--- config.mk ---
export PLATFORM = sky130hd
export DESIGN_NAME = weight_index_sequencer
export DESIGN_NICKNAME = d
export VERILOG_FILES = /design/src/rtl/weight_index_sequencer.sv
export SDC_FILE = /design/constraint.sdc
export NUM_CORES = 1
export LEC_CHECK = 0
export BUFFER_PORTS_ARGS = -buffer_cell sky130_fd_sc_hd__buf_2
export CAP_MARGIN = 10
export CORE_MARGIN = 2
export CORE_UTILIZATION = 25
export CTS_BUF_LIST = sky130_fd_sc_hd__clkbuf_2 sky130_fd_sc_hd__clkbuf_4 sky130_fd_sc_hd__clkbuf_8
export DETAILED_ROUTE_END_ITERATION = 8
export GPL_ROUTABILITY_DRIVEN = 0
export HOLD_SLACK_MARGIN = 0.1
export SLEW_MARGIN = 20
export SYNTH_ARGS = -nofsm -noshare
export SYNTH_HDL_FRONTEND = slang
export SYNTH_SLANG_ARGS = --single-unit
--- constraint.sdc ---
create_clock -name clk -period 3.4 [get_ports clk]
set_clock_uncertainty 0.15 [all_clocks]
set_input_delay 0.34 -clock clk [delete_from_list [all_inputs] [get_ports clk]]
set_output_delay 0.34 -clock clk [all_outputs]
set_load 0.02 [all_outputs]
--- src/rtl/weight_index_sequencer.sv ---
`default_nettype none
// weight_index_sequencer: sweeps weight_buffer rows per start command and emits
// valid/first/last/row tags aligned with the buffer's fixed-latency q outputs. Rev 1.0
module weight_index_sequencer #(
   parameter int INDEX_WIDTH = 6,
   parameter int NUM_ROWS    = 64,
   parameter int LATENCY     = 2,
   parameter int PASS_WIDTH  = 8
) (
   input  logic                   clk,
   input  logic                   reset,
   input  logic                   start,
   input  logic [PASS_WIDTH-1:0]  passes,
   input  logic                   en,
   output logic [INDEX_WIDTH-1:0] index,
   output logic                   data_valid,
   output logic                   data_first,
   output logic                   data_last,
   output logic [INDEX_WIDTH-1:0] row_tag,
   output logic                   busy,
   output logic                   done
);

   typedef enum logic [1:0] {
      S_IDLE  = 2'd0,
      S_RUN   = 2'd1,
      S_DRAIN = 2'd2
   } state_t;

   localparam int                     DRAIN_W   = (LATENCY > 1) ? $clog2(LATENCY) : 1;
   localparam logic [INDEX_WIDTH-1:0] LAST_ROW  = INDEX_WIDTH'(NUM_ROWS - 1);
   localparam logic [DRAIN_W-1:0]     DRAIN_END = DRAIN_W'(LATENCY - 1);

   state_t                  state_q, state_d;
   logic [INDEX_WIDTH-1:0]  index_q, index_d;
   logic [PASS_WIDTH-1:0]   pass_cnt_q, pass_cnt_d;
   logic [PASS_WIDTH-1:0]   passes_q, passes_d;
   logic [DRAIN_W-1:0]      drain_cnt_q, drain_cnt_d;
   logic                    done_q, done_d;
   logic                    issue, issue_first, issue_last;

   logic [LATENCY-1:0]      vld_q, fst_q, lst_q;
   logic [INDEX_WIDTH-1:0]  row_q [LATENCY];

   always_comb begin
      state_d     = state_q;
      index_d     = index_q;
      pass_cnt_d  = pass_cnt_q;
      passes_d    = passes_q;
      drain_cnt_d = drain_cnt_q;
      done_d      = 1'b0;

      issue       = (state_q == S_RUN) && en;
      issue_first = issue && (index_q == '0) && (pass_cnt_q == '0);
      // Widened compare so a pass count of 2^PASS_WIDTH-1 cannot overflow.
      issue_last  = issue && (index_q == LAST_ROW) &&
                    (({1'b0, pass_cnt_q} + 1'b1) == {1'b0, passes_q});

      case (state_q)
         S_IDLE: begin
            index_d = '0;
            if (start) begin
               state_d    = S_RUN;
               passes_d   = (passes == '0) ? PASS_WIDTH'(1) : passes;
               pass_cnt_d = '0;
            end
         end
         S_RUN: begin
            if (issue) begin
               if (index_q == LAST_ROW) begin
                  index_d    = '0;
                  pass_cnt_d = pass_cnt_q + 1'b1;
               end else begin
                  index_d = index_q + 1'b1;
               end
               if (issue_last) begin
                  state_d     = S_DRAIN;
                  drain_cnt_d = '0;
               end
            end
         end
         S_DRAIN: begin
            if (drain_cnt_q == DRAIN_END) begin
               state_d = S_IDLE;
               done_d  = 1'b1;
            end else begin
               drain_cnt_d = drain_cnt_q + 1'b1;
            end
         end
         default: state_d = S_IDLE;
      endcase
   end

   always_ff @(posedge clk) begin
      if (!reset) begin
         state_q     <= S_IDLE;
         index_q     <= '0;
         pass_cnt_q  <= '0;
         passes_q    <= '0;
         drain_cnt_q <= '0;
         done_q      <= 1'b0;
         vld_q       <= '0;
         fst_q       <= '0;
         lst_q       <= '0;
         for (int i = 0; i < LATENCY; i++) begin
            row_q[i] <= '0;
         end
      end else begin
         state_q     <= state_d;
         index_q     <= index_d;
         pass_cnt_q  <= pass_cnt_d;
         passes_q    <= passes_d;
         drain_cnt_q <= drain_cnt_d;
         done_q      <= done_d;
         // Tags shift every cycle because the buffer itself never stalls.
         vld_q[0]    <= issue;
         fst_q[0]    <= issue_first;
         lst_q[0]    <= issue_last;
         row_q[0]    <= index_q;
         for (int i = 1; i < LATENCY; i++) begin
            vld_q[i] <= vld_q[i-1];
            fst_q[i] <= fst_q[i-1];
            lst_q[i] <= lst_q[i-1];
            row_q[i] <= row_q[i-1];
         end
      end
   end

   assign index      = index_q;
   assign data_valid = vld_q[LATENCY-1];
   assign data_first = fst_q[LATENCY-1];
   assign data_last  = lst_q[LATENCY-1];
   assign row_tag    = row_q[LATENCY-1];
   assign busy       = (state_q != S_IDLE);
   assign done       = done_q;

endmodule
`default_nettype wire

==> reports/metrics.yaml <==
drtIter0Drc: 85
rsz0062_at_grt: "no"
nNetsFinal: 265
grt_max_degree: 42
antenna_cells: 0
portBuffers: 28
cts_made_buffers: 5
wl_per_cell_um: 11.6
htreeDepth: 2
setup_viol_count_final: 0
outcome: "finished clean"
ys_seq_area_frac: 0.433
crit_start: "index[0]$_SDFFE_PN0P_"
synth_top_area_frac: 0.433
pwr-share-comb: 0.061
worstPathRequired_ps: 3430
clock_latency_ps: 300
cts.sinks: 44
antenna_found_initial: 0
synth_fp_nets: 245
clockBufferDepth: 2
maxCapViolCount: 0
dieArea_um2: 8870
worst_setup_path_start_kind: "register"
p_sw_uw: 222
hold_viol_final: 0
hpwlAfterDp_mm: 2.93
setup_tns_ps: 0
start_util: 0.260
synth_ff_type: "dfxtp_1"
crit_path_max_incr_delay_ps: 430
r2r_end: "drain_cnt_q$_SDFFE_PN0P_"
p_per_area_nw_per_um2: 431
cts-root-buf: "clkbuf_8"
grt_pass1_wl_mm: 7.09
grt.overflow.total: 0
finalCritPeriodShare: 0.659
cts.clk_slew.worst_paths_ps: 80
hold_class: "primary input to register"
dieHeight_um: 94.2
clkPwrFrac: 0.414
slew_headroom: 0.608
reg2reg_setup_slack_ps: 1160
irDropWorstVdd_mv: 0.194
cts_setup_buffers: 0
ant_nets: 0
grt_pass1_vias: 1515
ff2ff_path_depth: 7
core_um2: 7810
synth_edf_count: 0
timing_worst_setup_path_type: "register to register"
synthTopCellsByArea: "dfxtp_1 (43%), and2_1 (6.5%), a21boi_0 (4.4%)"
critPathArrivalTime_ps: 2270
endpoint: "drain_cnt_q$_SDFFE_PN0P_"
io_pins: 29
worst_pin_slew_ps: 589
syn_area_um2: 2030
synth_cell_type_count: 48
hold_ws_ps: 146
crit_chain: "ha_1, and3_1, nand3_2, nor4_2, o2111ai_2, a31oi_4, o21ai_0"
worst-path-buf-inv: 0
synthCells: 229
rows: 32
yosys-top-cells-count: "dfxtp_1 (44), nand2_1 (24), and2_1 (21), a21boi_0 (12)"
via_per_inst: 4.50
num_vias: 1585
yosys.area.top_type: "dfxtp_1"
r2r_start: "index[0]$_SDFFE_PN0P_"
syn_to_final_growth_pct: 15.3
ys.warnings.count: 0
post-route-drc-count: 0
cp.depth: 7
setup_slack_ps: 1160
totalWireLength_mm: 4.10
yosysMostFrequentCell: "dfxtp_1"
cp_max_fo: 8
chipWidth_um: 94.2
pwr-share-seq: 0.526
synth-seq-cells: 44
fmax_ghz: 0.446
ctsResizeCount: 0
postCtsHoldBufs: 0
avgSynthCellArea_um2: 8.88
grtUsageTotal: 0.101
maxSlewViolCount: 0
cp_slowest_cell: "dfxtp_1"
internal-power_uw: 789
fin_crit_ps: 2240
end_kind: "register"
cp_top_family: "simple AND/OR/NAND/NOR gates"
p_sw_frac: 0.219
leakagePower_nw: 0.941
cts_tree: "built"
async_flop_share: 0
dr.pass1.iters: 4
post-place-ws_ps: 1180
layout-drive-gt1-share: 0.200
[tightest hold or removal path, cell delays in order]
cell and delay (ps):
buf_2 100, nand2_1 40, a21boi_0 60
[layer usage]
metal / routed length, um / up-vias / share of wire / GRT usage
met5: 0 / - / 0 / 0
met4: 65 / 0 / 0.016 / 0.0362
met3: 194 / 8 / 0.047 / 0.0297
met2: 1820 / 34 / 0.44 / 0.162
met1: 2020 / 725 / 0.49 / 0.129
li1: - / 818 / - / -
[through the flow]
| step | area [um2] | cells | total power, mW | utilization |
|---|---|---|---|---|
| 6_report | 2340 | 352 | 1.01 | 0.300 |
| 5_1_grt | 2340 | 352 | 1.06 | 0.300 |
| 4_1_cts | 2340 | 352 | 1.03 | 0.300 |
| 3_5_place_dp | 2220 | 344 | 0.606 | 0.285 |
| 3_3_place_gp | 2220 | 344 | 0.605 | 0.285 |
| 2_1_floorplan | 2030 | 229 | 0.585 | - |
[state kept, by name (all words and copies together) (netlist names)]
name	cells
lst_q	2
passes_q	8
index	6
vld_q	2
pass_cnt_q	8
state_q	2
done	1
row_q	12
fst_q	2
drain_cnt_q	1
[power by group through the flow]
| stage | sequential (mW) | combinational [mW] | clock, mW |
|---|---|---|---|
| after floorplan | 0.542 | 0.0429 | 0 |
| after global placement | 0.543 | 0.0616 | 0 |
| after detailed placement | 0.544 | 0.0622 | 0 |
| after CTS | 0.532 | 0.0623 | 0.434 |
| after global routing | 0.533 | 0.0706 | 0.455 |
| final | 0.531 | 0.0612 | 0.418 |
[cells by family after synthesis]
logic type	share of synthesized area
AO/OA/AOI/OAI	0.153
buffers and inverters	0.0535
adder cells (fa/ha/maj)	0.0246
AND/OR/NAND/NOR	0.302
XOR/XNOR	0.0345
flip-flops	0.433
[worst min-delay path by stage]
stage	cells past startpoint	slack [ps]	to	start
2_1_floorplan	1	260	fst_q[1]$_SDFF_PN0_	fst_q[0]$_SDFF_PN0_
3_3_place_gp	1	260	row_q[0][7]$_SDFF_PN0_	row_q[0][1]$_SDFF_PN0_
3_5_place_dp	1	270	row_q[0][10]$_SDFF_PN0_	row_q[0][4]$_SDFF_PN0_
4_1_cts	3	140	passes_q[6]$_SDFFE_PN0P_	passes[6]
5_1_grt	3	160	passes_q[4]$_SDFFE_PN0P_	passes[4]
6_report	3	150	passes_q[6]$_SDFFE_PN0P_	passes[6]
[cell usage in the layout (no fill, tap or decap), types with 6 or more instances in the layout]
cell | synthesis | layout
nor3_1 | 6 | 6
buf_2 | 0 | 28
o21ai_0 | 11 | 11
inv_1 | 8 | 8
and3_1 | 8 | 8
a21oi_1 | 9 | 9
nor2_1 | 11 | 11
and2_1 | 21 | 21
nand2_1 | 24 | 24
dfxtp_1 | 44 | 44
a21boi_0 | 12 | 12
clkbuf_8 | 0 | 6
[layout make-up]
cell class                 count  area (um2)
clock buffer                   6        82.6
clock inverter                 2        38.8
fill                         842        5460
inverter                       8        30.0
multi-input combinational    162        1040
sequential                    44         881
tap                          102         128
timing repair buffer          28         140
(Power assumes the default switching activity.)
